[src/rtl/alu_pkg.sv]
// Shared encodings for the R-type issue block.
// Holds the opcode/funct constants, the FSM state type, the instruction field layout and the legality helper.
package alu_pkg;

    localparam logic [5:0] OP_RTYPE   = 6'b000000;
    localparam logic [5:0] FUNCT_ADDU = 6'b001011;
    localparam logic [5:0] FUNCT_SUBU = 6'b001101;
    localparam logic [5:0] FUNCT_AND  = 6'b010010;
    localparam logic [5:0] FUNCT_SLL  = 6'b100110;

    typedef enum logic [2:0] {
        IDLE = 3'd0,
        READ = 3'd1,
        EXEC = 3'd2,
        WB   = 3'd3,
        ILL  = 3'd4
    } state_e;

    typedef struct packed {
        logic [5:0] op;
        logic [4:0] rs;
        logic [4:0] rt;
        logic [4:0] rd;
        logic [4:0] shamt;
        logic [5:0] funct;
    } rtype_t;

    function automatic logic funct_supported(input logic [5:0] funct);
        logic ok;
        case (funct)
            FUNCT_ADDU, FUNCT_SUBU, FUNCT_AND, FUNCT_SLL: ok = 1'b1;
            default:                                      ok = 1'b0;
        endcase
        return ok;
    endfunction

endpackage

[src/rtl/rtype_issue_if.sv]
// Instruction handshake, register-file, ALU and write-back signals of rtype_issue.
// slave is the issue block's view; master is the environment (register file, ALU, instruction source).
interface rtype_issue_if;

    logic        inst_valid;
    logic        inst_ready;
    logic [31:0] inst;
    logic [4:0]  rs_addr;
    logic [4:0]  rt_addr;
    logic [31:0] rs_data;
    logic [31:0] rt_data;
    logic [31:0] alu_src1;
    logic [31:0] alu_src2;
    logic [4:0]  alu_shamt;
    logic [5:0]  alu_funct;
    logic [31:0] alu_result;
    logic        wb_en;
    logic [4:0]  wb_addr;
    logic [31:0] wb_data;
    logic        illegal;
    logic [15:0] retired;

    modport slave (
        input  inst_valid, inst, rs_data, rt_data, alu_result,
        output inst_ready, rs_addr, rt_addr, alu_src1, alu_src2, alu_shamt,
               alu_funct, wb_en, wb_addr, wb_data, illegal, retired
    );

    modport master (
        output inst_valid, inst, rs_data, rt_data, alu_result,
        input  inst_ready, rs_addr, rt_addr, alu_src1, alu_src2, alu_shamt,
               alu_funct, wb_en, wb_addr, wb_data, illegal, retired
    );

endinterface

[src/rtl/rtype_decode.sv]
// Combinational field extraction and legality check for one 32-bit R-type word.
module rtype_decode
    import alu_pkg::*;
(
    input  logic [31:0] inst_i,
    output logic [4:0]  rs_o,
    output logic [4:0]  rt_o,
    output logic [4:0]  rd_o,
    output logic [4:0]  shamt_o,
    output logic [5:0]  funct_o,
    output logic        legal_o,
    output logic        is_sll_o
);

    rtype_t fields_s;

    assign fields_s = rtype_t'(inst_i);
    assign rs_o     = fields_s.rs;
    assign rt_o     = fields_s.rt;
    assign rd_o     = fields_s.rd;
    assign shamt_o  = fields_s.shamt;
    assign funct_o  = fields_s.funct;
    assign legal_o  = (fields_s.op == OP_RTYPE) && funct_supported(fields_s.funct);
    assign is_sll_o = (fields_s.funct == FUNCT_SLL);

endmodule

[src/rtl/rtype_issue.sv]
// Four-cycle R-type issue sequencer: accept, read registers, execute on the external ALU, write back.
// Illegal words take a one-cycle ILL detour that only raises the illegal pulse.
module rtype_issue
    import alu_pkg::*;
(
    input  logic         clk,
    input  logic         rst_n,
    rtype_issue_if.slave bus
);

    state_e      state_q;
    state_e      state_d;
    logic [31:0] inst_q;
    logic [15:0] retired_q;
    logic [15:0] retired_d;

    logic        inst_ready_q;
    logic [4:0]  rs_addr_q;
    logic [4:0]  rt_addr_q;
    logic [31:0] alu_src1_q;
    logic [31:0] alu_src2_q;
    logic [4:0]  alu_shamt_q;
    logic [5:0]  alu_funct_q;
    logic        wb_en_q;
    logic [4:0]  wb_addr_q;
    logic [31:0] wb_data_q;
    logic        illegal_q;

    logic [31:0] dec_in_s;
    logic [4:0]  dec_rs_s;
    logic [4:0]  dec_rt_s;
    logic [4:0]  dec_rd_s;
    logic [4:0]  dec_shamt_s;
    logic [5:0]  dec_funct_s;
    logic        dec_legal_s;
    logic        dec_is_sll_s;

    // In IDLE the decoder judges the offered word; once busy it reads the latched copy.
    assign dec_in_s = (state_q == IDLE) ? bus.inst : inst_q;

    rtype_decode u_decode (
        .inst_i   (dec_in_s),
        .rs_o     (dec_rs_s),
        .rt_o     (dec_rt_s),
        .rd_o     (dec_rd_s),
        .shamt_o  (dec_shamt_s),
        .funct_o  (dec_funct_s),
        .legal_o  (dec_legal_s),
        .is_sll_o (dec_is_sll_s)
    );

    // Next-state selection.
    always_comb begin
        state_d = state_q;
        case (state_q)
            IDLE: begin
                if (bus.inst_valid) begin
                    state_d = dec_legal_s ? READ : ILL;
                end else begin
                    state_d = IDLE;
                end
            end
            READ:    state_d = EXEC;
            EXEC:    state_d = WB;
            WB:      state_d = IDLE;
            ILL:     state_d = IDLE;
            default: state_d = IDLE;
        endcase
    end

    // The count is committed on leaving WB, so a reset during WB discards it.
    always_comb begin
        if (state_q == WB) begin
            retired_d = retired_q + 16'd1;
        end else begin
            retired_d = retired_q;
        end
    end

    // FSM state, instruction latch, counter and registered outputs keyed on the state being entered.
    always_ff @(posedge clk) begin
        if (!rst_n) begin
            state_q      <= IDLE;
            inst_q       <= 32'd0;
            retired_q    <= 16'd0;
            inst_ready_q <= 1'b1;
            rs_addr_q    <= 5'd0;
            rt_addr_q    <= 5'd0;
            alu_src1_q   <= 32'd0;
            alu_src2_q   <= 32'd0;
            alu_shamt_q  <= 5'd0;
            alu_funct_q  <= 6'd0;
            wb_en_q      <= 1'b0;
            wb_addr_q    <= 5'd0;
            wb_data_q    <= 32'd0;
            illegal_q    <= 1'b0;
        end else begin
            state_q      <= state_d;
            retired_q    <= retired_d;
            inst_ready_q <= (state_d == IDLE);
            rs_addr_q    <= 5'd0;
            rt_addr_q    <= 5'd0;
            alu_src1_q   <= 32'd0;
            alu_src2_q   <= 32'd0;
            alu_shamt_q  <= 5'd0;
            alu_funct_q  <= 6'd0;
            wb_en_q      <= 1'b0;
            illegal_q    <= 1'b0;
            if ((state_q == IDLE) && bus.inst_valid) begin
                inst_q <= bus.inst;
            end else begin
                inst_q <= inst_q;
            end
            case (state_d)
                READ: begin
                    rs_addr_q <= dec_rs_s;
                    rt_addr_q <= dec_rt_s;
                end
                EXEC: begin
                    // Register data is captured straight into the operand registers.
                    alu_src1_q  <= dec_is_sll_s ? bus.rt_data : bus.rs_data;
                    alu_src2_q  <= dec_is_sll_s ? 32'd0 : bus.rt_data;
                    alu_shamt_q <= dec_is_sll_s ? dec_shamt_s : 5'd0;
                    alu_funct_q <= dec_funct_s;
                end
                WB: begin
                    wb_en_q   <= (dec_rd_s != 5'd0);
                    wb_addr_q <= dec_rd_s;
                    wb_data_q <= bus.alu_result;
                end
                ILL: begin
                    illegal_q <= 1'b1;
                end
                default: begin
                    illegal_q <= 1'b0;
                end
            endcase
        end
    end

    assign bus.inst_ready = inst_ready_q;
    assign bus.rs_addr    = rs_addr_q;
    assign bus.rt_addr    = rt_addr_q;
    assign bus.alu_src1   = alu_src1_q;
    assign bus.alu_src2   = alu_src2_q;
    assign bus.alu_shamt  = alu_shamt_q;
    assign bus.alu_funct  = alu_funct_q;
    // Reset arriving in the WB cycle itself must still block the write.
    assign bus.wb_en      = wb_en_q & rst_n;
    assign bus.wb_addr    = wb_addr_q;
    assign bus.wb_data    = wb_data_q;
    assign bus.illegal    = illegal_q;
    assign bus.retired    = retired_q;

endmodule

[src/flat_wrapper.sv]
// flat-port wrapper written by rule: the top's interface ports become plain ports
module rtype_issue_flat import alu_pkg::*;
  (clk, rst_n, bus_inst_valid, bus_inst, bus_rs_data, bus_rt_data, bus_alu_result, bus_inst_ready, bus_rs_addr, bus_rt_addr, bus_alu_src1, bus_alu_src2, bus_alu_shamt, bus_alu_funct, bus_wb_en, bus_wb_addr, bus_wb_data, bus_illegal, bus_retired);
  rtype_issue_if bus_i ();
  input  logic clk;
  input  logic rst_n;
  input wire logic [$bits(bus_i.inst_valid)-1:0] bus_inst_valid;
  input wire logic [$bits(bus_i.inst)-1:0] bus_inst;
  input wire logic [$bits(bus_i.rs_data)-1:0] bus_rs_data;
  input wire logic [$bits(bus_i.rt_data)-1:0] bus_rt_data;
  input wire logic [$bits(bus_i.alu_result)-1:0] bus_alu_result;
  output wire logic [$bits(bus_i.inst_ready)-1:0] bus_inst_ready;
  output wire logic [$bits(bus_i.rs_addr)-1:0] bus_rs_addr;
  output wire logic [$bits(bus_i.rt_addr)-1:0] bus_rt_addr;
  output wire logic [$bits(bus_i.alu_src1)-1:0] bus_alu_src1;
  output wire logic [$bits(bus_i.alu_src2)-1:0] bus_alu_src2;
  output wire logic [$bits(bus_i.alu_shamt)-1:0] bus_alu_shamt;
  output wire logic [$bits(bus_i.alu_funct)-1:0] bus_alu_funct;
  output wire logic [$bits(bus_i.wb_en)-1:0] bus_wb_en;
  output wire logic [$bits(bus_i.wb_addr)-1:0] bus_wb_addr;
  output wire logic [$bits(bus_i.wb_data)-1:0] bus_wb_data;
  output wire logic [$bits(bus_i.illegal)-1:0] bus_illegal;
  output wire logic [$bits(bus_i.retired)-1:0] bus_retired;
  assign bus_i.inst_valid = bus_inst_valid;
  assign bus_i.inst = bus_inst;
  assign bus_i.rs_data = bus_rs_data;
  assign bus_i.rt_data = bus_rt_data;
  assign bus_i.alu_result = bus_alu_result;
  assign bus_inst_ready = bus_i.inst_ready;
  assign bus_rs_addr = bus_i.rs_addr;
  assign bus_rt_addr = bus_i.rt_addr;
  assign bus_alu_src1 = bus_i.alu_src1;
  assign bus_alu_src2 = bus_i.alu_src2;
  assign bus_alu_shamt = bus_i.alu_shamt;
  assign bus_alu_funct = bus_i.alu_funct;
  assign bus_wb_en = bus_i.wb_en;
  assign bus_wb_addr = bus_i.wb_addr;
  assign bus_wb_data = bus_i.wb_data;
  assign bus_illegal = bus_i.illegal;
  assign bus_retired = bus_i.retired;
  rtype_issue u_core (.clk(clk), .rst_n(rst_n), .bus(bus_i));
endmodule
[config.mk]
export PLATFORM = sky130hd
export DESIGN_NAME = rtype_issue_flat
export DESIGN_NICKNAME = d
export VERILOG_FILES = /design/src/rtl/alu_pkg.sv /design/src/rtl/rtype_issue_if.sv /design/src/rtl/rtype_decode.sv /design/src/rtl/rtype_issue.sv /design/src/flat_wrapper.sv
export SDC_FILE = /design/constraint.sdc
export NUM_CORES = 1
export LEC_CHECK = 0
export ABC_AREA = 1
export CAP_MARGIN = 10
export CORE_MARGIN = 2
export CORE_UTILIZATION = 42
export DETAILED_ROUTE_END_ITERATION = 7
export PLACE_DENSITY = 0.81
export SLEW_MARGIN = 20
export SYNTH_ARGS = -nofsm -noshare
export SYNTH_HDL_FRONTEND = slang
export SYNTH_SLANG_ARGS = --single-unit
[constraint.sdc]
create_clock -name clk -period 2.35 [get_ports clk]
set_clock_uncertainty 0.05 [all_clocks]
set_input_delay 0.47 -clock clk [delete_from_list [all_inputs] [get_ports clk]]
set_output_delay 0.47 -clock clk [all_outputs]
set_load 0.05 [all_outputs]
==> metrics <==
RSZ-0062 raised after global routing=false; multiplexer share of the synthesized area=0%; worst min path class=reg2reg; gr ovfl total=0; P&R area growth vs syn=55.84%; worst r2r dst=u_core.bus.rs_addr[3]; ys async rst share=0%; largest family of logic cells by synthesized area=simple AND/OR/NAND/NOR gates; placer congestion estimate=0.8749; final core occ=66.86%; vias=6049; total CTS buffers=17; Core Region=14530 um2; Hold Worst Slack=408.0 ps; Synth Area in XOR/XNOR=0.2809%; Reg clk slew, reported paths=60 ps; sequential element share of the synthesized area=56.50%; Max Fanout on Critical Path=7; final hold vios=0; vias in the first global route=5777; VDD IR-drop max=0.4814 mV; post-DP HPWL=14050 um; Slowest cell on crit path=clkdlybuf4s50_1; CP Cell Sequence=clkdlybuf4s50_1; critical path buffer and inverter count=1; slew at the pin closest to its max-slew limit=around 560 ps; clk root buf=clkbuf_16; Initial DRT Pass Iterations=7; via/cell ratio=4.910; largest net degree at the start of global routing=42; post-synthesis cell count=769; max cap viols=0; reg2reg setup slack=about 270 ps; die area=15840 um2; CP Class=reg2out; minimum clock period=approximately 2200 ps; Arr. time, crit path=between 1500 and 2000 ps; number of setup violations in the final report=0; Starting Density=42.91%; placed instance area=9170 um2; dominant synthesized flop cell=dfxtp_1; CTS tree=done; Adder-Cell Fraction of Synth Area=0.2006%; fin crit share=95.68%; R2R depth=11; Synth Area per Inst=8.109 um2; pwr/cell area=635.9 nW/um2; CTS Buffer Depth=2; # rows=44; Peak Freq=about 0.44 GHz; CTS sink count=about 180; Critical Path Sink=bus_retired[9]; GRT Resource Usage Total=23.90%; Data required, critical path=1830 ps; Routed Antenna Nets=0; delay-heaviest family, CP=buffers and inverters; number of enable flip-flop cells after synthesis=0; port buffer count=about 270; Stages on worst setup path=1; reg2reg start=u_core.state_q[2]; first-pass GRT wire length=~30000 um; YS warnings=0; nets=1166; final wirelength=19390 um; Post-Syn Area=6236 um2; Worst slew margin=62.47%; fin area=9718 um2; Hold-fix buffers, CTS=0; die width=approximately 130 um; Seq cells post-synth=about 180; simple-gate share of the synthesized area=20.61%; ratio of cells with drive above 1 in the final layout=6.124%; post-CTS setup buffers=0; die height=125.9 um; top-level I/O count=272; Lkg Pwr=around 4 nW; CP Capture Type=output port; initial antenna violation count=4; Synth Area in Compound Gates=14.39%; Pins Over Slew Limit=0; Worst Setup SP=u_core.bus.retired[9]; status=complete, no violations; htree depth=4; Startpoint Class=register; routed len/inst=~16 um; Yosys cell types=31; syn nets=901; CP max stage delay=860 ps; worst skew pair latency=between 400 and 500 ps; drt first-iter violations=355; Resized Gates After CTS=0; DRC Markers=0
[flip-flops by register name (all words and copies together) (netlist names)]
signal                 flops
u_core.bus.wb_addr         5
u_core.bus.inst_ready      1
u_core.bus.rs_addr         5
u_core.bus.illegal         1
u_core.bus.rt_addr         5
u_core.inst_q             32
u_core.bus.wb_data        32
u_core.bus.alu_src1       32
u_core.bus.retired        16
u_core.bus.alu_shamt       5
u_core.bus.alu_src2       32
u_core.wb_en_q             1
u_core.state_q             3
u_core.bus.alu_funct       6
[worst min path at each step]
stage,start,endpoint,slack [ps],cells after the start
finish,u_core.inst_q[27],u_core.inst_q[27],410,2
global route,u_core.inst_q[27],u_core.inst_q[27],430,2
CTS,u_core.inst_q[29],u_core.inst_q[29],410,2
detailed placement,u_core.inst_q[29],u_core.inst_q[29],400,2
global placement,u_core.inst_q[30],u_core.inst_q[30],390,2
floorplan,u_core.inst_q[30],u_core.inst_q[30],380,2
[per-stage QoR]
step	total power [mW]	setup TNS, ps	setup WS (ps)	std cells
detailed placement	3.650	-1302	-135.4	1199
global placement	3.642	-1009	-104.4	1199
floorplan	3.345	0	439.0	769
global route	6.428	0	44.33	1232
finish	6.179	0	101.5	1232
CTS	6.237	0	84.48	1229
[worst reg2reg max path: cells and delay by family (launching register included)]
family	cells	cell delay, ps
AOI/OAI and AO/OA	1	170
buffers and inverters	1	180
and+or+nand+nor	9	1270
DFF	1	330
[power by group]
group          switching [mW]  internal, mW
clock network            1.14          1.45
registers              0.0160          3.03
logic                   0.258         0.279
[layout make-up]
class / count / area, um2
Antenna cell: 3 / 7.507
Fill cell: 1189 / 4816
Multi-Input combinational cell: 464 / 2222
Inverter: 87 / 326.6
Tap cell: 184 / 230.2
Sequential cell: 176 / 3523
Clock inverter: 8 / 56.30
Clock buffer: 22 / 484.2
Timing Repair Buffer: 288 / 2868
[synth_stat cells, types with 2 or more instances]
library cell  count  area (um2)
a211oi_1         24       180.2
a21oi_1          29       145.1
buf_2             4       20.02
clkbuf_1         35       131.4
dfxtp_1         176        3523
inv_1            85       319.1
nand2_1          69       259.0
nand2_2           2       12.51
nand3_1          47       235.2
nand3_4           2       35.03
nand3b_1          3       22.52
nand4_1           7       43.79
nor2_1          160       600.6
nor2_2            4       25.02
nor3_1            3       15.01
o211a_1           4       40.04
o21a_1            2       15.01
o21ai_0         100       500.5
[cells by family (layout without fill, tap and decap cells)]
group,count (synthesis),count (layout)
compound gates,160,160
xor+xnor,2,2
fa+ha+maj,1,1
buf+inv,129,405
flops,176,176
other cells,0,3
simple gates,301,301
[layer usage]
metal	GRT usage [%]	vias to the layer above	routed length (um)
li1	-	2999	-
met3	8.284	31	1773
met4	9.632	0	520
met2	41.49	273	9497
met1	26.91	2746	7601
met5	0	-	0
[layout by cell type (no fill, tap or decap)]
master           instances
clkinv_2                 3
nor4_1                   1
inv_1                   85
a211oi_1                24
nor2_1                 159
a21oi_4                  1
inv_2                    1
nand2_2                  3
dfxtp_1                176
clkinv_4                 2
buf_2                    1
xor2_1                   1
o21a_1                   2
clkbuf_1                 1
nand3_4                  2
o21ai_0                100
buf_12                   3
a21oi_1                 29
nand3_2                  1
clkbuf_8                 4
clkinvlp_4               2
nand2_1                 68
ha_1                     1
diode_2                  3
inv_6                    1
nor3_1                   2
nor3_2                   1
nand3b_1                 3
nor2_2                   5
buf_4                   16
nor3b_1                  1
xnor2_1                  1
clkdlybuf4s50_1        268
o211a_1                  4
nand3_1                 47
clkbuf_16               17
nand4_2                  1
nand4_1                  7
clkinv_1                 1
Power figures use the tool's default switching activity.
==> RTL edit 1 (config.mk and constraints unchanged) <==
Reset style: asynchronous (`rst_n`), changed in one clocked block.
--- a/src/rtl/rtype_issue.sv
+++ b/src/rtl/rtype_issue.sv
@@ -80,3 +80,3 @@
     // FSM state, instruction latch, counter and registered outputs keyed on the state being entered.
-    always_ff @(posedge clk) begin
+    always_ff @(posedge clk or negedge rst_n) begin
         if (!rst_n) begin
Function: differs if rst_n is asserted again (counterexample within 4 cycles, from zero or initial values and one cycle with rst_n low); with rst_n held inactive, the same outputs for 10 cycles.
==> RTL edit 1 against the unedited design <==
  * Via count decreased by 1.9%
  * Sequential share of layout area increased by 5.1 points
  * Largest cell class unchanged
  * Final area increased by 9.7%
  * Register-to-register slack improved by 0.04 ns
  * Sequential cell count unchanged
  * Maximum frequency increased by 0.55%
  * Setup slack improved by 0.012 ns
  * Cell count increased by 3.2%
  * Global-route usage decreased by 3.2 points
  * Highest routed layer unchanged
  * Wire length decreased by 5.6%
  * Synthesized area increased by 14%
Power is not compared: it rests on default switching activity, and its combinational part moved more than twofold at a synthesized area within 25%.
==> RTL edit 1: results (changes against the unedited design) <==
Placed design
  • DP HPWL: 13,230 um (-5.8%)
  • Pre-CTS setup slack: 0.1182 ns (+0.2536 ns)
  • Final Wtd Congestion: 0.8330 (-4.8%)
  • IO Port Bufs: 271 (unchanged)

Global route
  • Total track usage: 20.71% (-3.2 points)
  • Vias in the first global route: 5,920 (+2.5%)
  • First-pass GRT wire length: 29,230 um (-1.9%)
  • Initial antenna violation count: 0 (-4)
  • Pin count of the biggest net entering global routing: 96 (+130%)

Setup path
  • CP endpoint: bus_retired[8]
  • R2R Path End: u_core.bus.retired[15]
  • R2R Setup Slk: 0.31 ns (+0.04 ns)
  • CP Data Arrival Time: ~1.7 ns
  • Largest stage delay, worst path: 0.84 ns (-0.02 ns)
  • Crit Path Max Fanout: 5 (-2)
  • Crit. Startpoint: u_core.bus.retired[8]
  • Worst R2R Path Depth: 10 (-1)
  • Crit-path leading delay family: buffers and inverters
  • Slowest CP cell: clkdlybuf4s50_1
  • R2r startpoint: u_core.state_q[2]

Detailed routing
  • Vias per cell: 4.667 (-5.0%)
  • 1st-iter DRT viols: 341 (-3.9%)
  • Routed Wire Length: 18,310 um (-5.6%)
  • DRT Pass-1 Iters: 5 (-2)

Run status
  • Status: finished, final reports clean

Clock network
  • CTS max path bufs: 2 (unchanged)
  • Worst-path clk slew: 0.06 ns (about the same)
  • Number of CTS-inserted buffers: 17 (unchanged)
  • Worst skew pair latency: 0.42 ns (about the same)
  • CTS Root Cell: clkbuf_16
  • Clock H-tree levels: 4 (unchanged)

Yosys
  • Async S/R FF share, synth: 100.0% (+100 points)
  • Area contributors post-synth: dfrtp_1, nand2_1, nor2_1
  • Synth Flop Type: dfrtp_1
  • Distinct cells, synth: 32 (+3.2%)
  • Top cells by count, synth: nand2_1, dfrtp_1, nor2_1
  • Post-synthesis sequential area ratio: 62.13% (+5.6 points)
  • Syn nets: 900 (-0.11%)
  • Ys Warns: 0 (unchanged)

Cells and area
  • Ratio of cells with drive above 1 in the final layout: 8.840% (+2.7 points)
  • Final net count: 1,171 (+0.43%)
  • # fillers: 1,324 (+11%)
  • N_diodes: 0 (-3)

STA
  • Max Clock Freq: 0.4472 GHz (+0.55%)
  • Slew at the pin closest to its max-slew limit: 0.7012 ns (+0.1400 ns)

Pwr
  • Worst vdd rail ir drop: a little over 0.0009 V
  • Pleak: 0.005092 uW
  • NetSw: 5270 uW

Min path
  • HP Class: in2async
-- RTL edit 1: cell count changes after synthesis, sizes merged, moves of 33 or more --
cell and change:
dfrtp +175, dfxtp -176, inv -33, nand2 +231, nor2 -100, o21ai -58
-- RTL edit 1: cells by family (layout without fill, tap and decap cells) --
kind of cell | Yosys count | after routing | share of synthesized area, %
DFF | 176 | 176 | 62.13
and+or+nand+nor | 400 | 400 | 23.06
buffers and inverters | 89 | 373 | 5.400
muxes | 1 | 1 | 0.1588
adders and majority gates | 1 | 1 | 0.1764
xor gates and xnor gates | 15 | 15 | 1.853
AOI/OAI and AO/OA | 86 | 86 | 7.217
-- RTL edit 1: cell type report --
class,count,area (sq um),area share (%)
Clock buffer,20,436.7,4.097
Clock inverter,12,110.1,1.033
Inverter,53,201.4,1.890
Multi-Input combinational cell,503,2317,21.74
Sequential cell,176,4405,41.34
Tap cell,220,275.3,2.583
Timing Repair Buffer,288,2912,27.32
-- RTL edit 1: layer usage --
layer,share of wire [%],wire [um],GRT usage [%],vias to the layer above
li1,-,-,-,2940
met1,39,7226,25.07,2743
met2,50,9092,34.99,230
met3,8.7,1601,6.538,23
met4,2.1,389,7.329,0
met5,0,0,0,-
-- RTL edit 1: through the flow --
step	util (%)	area, sq um	total power, uW	hold WS, ns	cells
2_1_floorplan	-	7091	7825	0.1244	768
3_3_place_gp	61.16	10110	9630	0.4039	1240
3_5_place_dp	61.16	10110	9741	0.4077	1240
4_1_cts	64.47	10650	12400	0.07709	1272
5_1_grt	64.50	10660	13030	0.08771	1272
6_report	64.50	10660	12320	0.02950	1272
-- RTL edit 1: worst min-delay path by stage --
stage                                start                      end  cells after the start
floorplan                            rst_n  u_core.bus.alu_funct[0]                      0
global placement    u_core.bus.wb_data[17]   u_core.bus.wb_data[17]                      2
detailed placement  u_core.bus.wb_data[18]   u_core.bus.wb_data[18]                      2
CTS                                  rst_n    u_core.bus.wb_data[2]                      2
global route                         rst_n   u_core.bus.wb_data[12]                      2
finish                               rst_n  u_core.bus.alu_src2[19]                      2
-- RTL edit 1: what timing repair did --
action | 4_1_cts | 5_1_grt
resized for setup | 0 | 3
buffers inserted | 0 | 0
setup endpoints to repair | 0 | 16
-- RTL edit 1: power by group through the flow --
| stage | combinational, uW | clock [uW] | sequential [uW] |
|---|---|---|---|
| after floorplan | 1840 | 0 | 5980 |
| after global placement | 5390 | 0 | 4240 |
| after detailed placement | 5480 | 0 | 4260 |
| after CTS | 5490 | 2680 | 4220 |
| after global routing | 5900 | 2820 | 4310 |
| final | 5450 | 2640 | 4230 |
==> RTL edit 2 (same settings) <==
Without the edit above. The 5 states of `state_e` get a one-hot encoding in 5 bits.
--- a/src/rtl/alu_pkg.sv
+++ b/src/rtl/alu_pkg.sv
@@ -10,8 +10,8 @@
 
-    typedef enum logic [2:0] {
-        IDLE = 3'd0,
-        READ = 3'd1,
-        EXEC = 3'd2,
-        WB   = 3'd3,
-        ILL  = 3'd4
+    typedef enum logic [4:0] {
+        IDLE = 5'b00001,
+        READ = 5'b00010,
+        EXEC = 5'b00100,
+        WB   = 5'b01000,
+        ILL  = 5'b10000
     } state_e;
Check against the original RTL: same outputs for any inputs over 10 cycles, from zero or initial values and one cycle with rst_n low; not proved beyond that.
==> RTL edit 2 against the unedited design <==
  * Wire length down 0.71%
  * Critical path depth unchanged
  * Final area up 2.6%
  * Register-to-register slack worse by 0.05 ns
  * First-iteration DRC count up 15%
  * Sequential cell count up 2
  * Maximum frequency down 0.62%
  * Global-route usage down 0.22 points
  * Via count up 4.2%
  * Synthesized area up 3.8%
  * Worst hold slack worse by 0.0012 ns
  * Power up 5.6%
  * Setup slack worse by 0.014 ns
  * Synthesized cell count up 3.9%
  * Critical path type unchanged
  * Critical endpoint is now bus_retired[11]
  * Largest cell class unchanged
==> RTL edit 2: results (changes against the unedited design) <==
Yosys
  • Syn nets: 931 (+3.3%)
  • Xor/xnor share of the synthesized area: 0.4061% (+0.13 points)
  • Top cells by count, synth: dfxtp_1, nor2_1, nand2_1
  • Area contributors post-synth: dfxtp_1, nor2_1, nand2_1
  • Post-synthesis sequential area ratio: 55.08% (-1.4 points)
  • Adder-Cell Fraction of Synth Area: 0.1934% (-0.0073 points)

Pwr
  • Pint: 5023 uW (+5.4%)
  • Total power: 6528 uW (+5.6%)
  • Clk power: 2860 uW (+10%)

Detailed routing
  • DRT Pass-1 Iters: 5 (-2)
  • Via count: 6,305 (+4.2%)
  • DR WL/cell: 15.22 um (-3.3%)
  • 1st-iter DRT viols: 410 (+15%)

Global route
  • Initial antenna violation count: 0 (-4)
  • First-pass GRT wire length: 30,530 um (+2.5%)
  • Pin count of the biggest net entering global routing: 50 (+19%)
  • Vias in the first global route: 6,158 (+6.6%)

Placed design
  • DP HPWL: 13,720 um (-2.4%)
  • Placed insts: 1,233 (+2.8%)
  • Final Wtd Congestion: 0.8750 (about the same)

Setup path
  • Crit. Startpoint: u_core.bus.retired[11]
  • R2R Path End: u_core.bus.rs_addr[4]
  • Crit Path Max Fanout: 6 (-1)

Cells and area
  • N_diodes: 0 (-3)
  • Final net count: 1,196 (+2.6%)

Run status
  • Status: finished, final reports clean
==> RTL edit 2: per-layer routing <==
metal / up-vias / global-route usage (%) / part of all wire, %
met1: 2913 / 28.54 / 41
met3: 44 / 7.471 / 7.7
met4: 0 / 11.05 / 3.5
met2: 244 / 38.63 / 48
met5: - / 0 / 0
li1: 3104 / - / -
==> RTL edit 2: area by class of cell <==
type                    instances  area, sq um
fillers                      1252         5176
flip-flops and latches        178         3563
inverters                      84        315.3
repair buffers                288         2858
clock buffers                  22        474.2
clock inverters                10        125.1
well taps                     188        235.2
multi-input cells             495         2399
==> RTL edit 2: metrics by stage <==
stage / instance area, sq um / hold slack [ns] / util (%)
after floorplan: 6470 / 0.3800 / -
after global placement: 9363 / 0.3914 / 61.82
after detailed placement: 9363 / 0.4016 / 61.82
after CTS: 9962 / 0.4095 / 65.77
after global routing: 9970 / 0.4304 / 65.82
final: 9970 / 0.4067 / 65.82
==> RTL edit 2: kinds of logic (layout without fill, tap and decap cells) <==
group,Yosys count,in the layout
AO/OA/AOI/OAI,144,144
flip-flops,178,178
XOR/XNOR,3,3
AND/OR/NAND/NOR,347,347
adder cells (fa/ha/maj),1,1
buffers and inverters,126,404
==> RTL edit 2: how the worst min path moves through the flow <==
stage,from,end,slack [ns],cells after the start
after floorplan,u_core.inst_q[30],u_core.inst_q[30],0.38,2
after global placement,u_core.inst_q[30],u_core.inst_q[30],0.39,2
after detailed placement,u_core.inst_q[11],u_core.inst_q[11],0.40,2
after CTS,u_core.inst_q[30],u_core.inst_q[30],0.41,2
after global routing,u_core.inst_q[8],u_core.bus.alu_shamt[2],0.43,2
final,u_core.inst_q[30],u_core.inst_q[30],0.41,2
==> RTL edit 2: tightest hold or removal path, stage by stage, from the launching register on <==
cell     delay (ns)
dfxtp_1        0.30
inv_1          0.06
a21oi_1        0.06
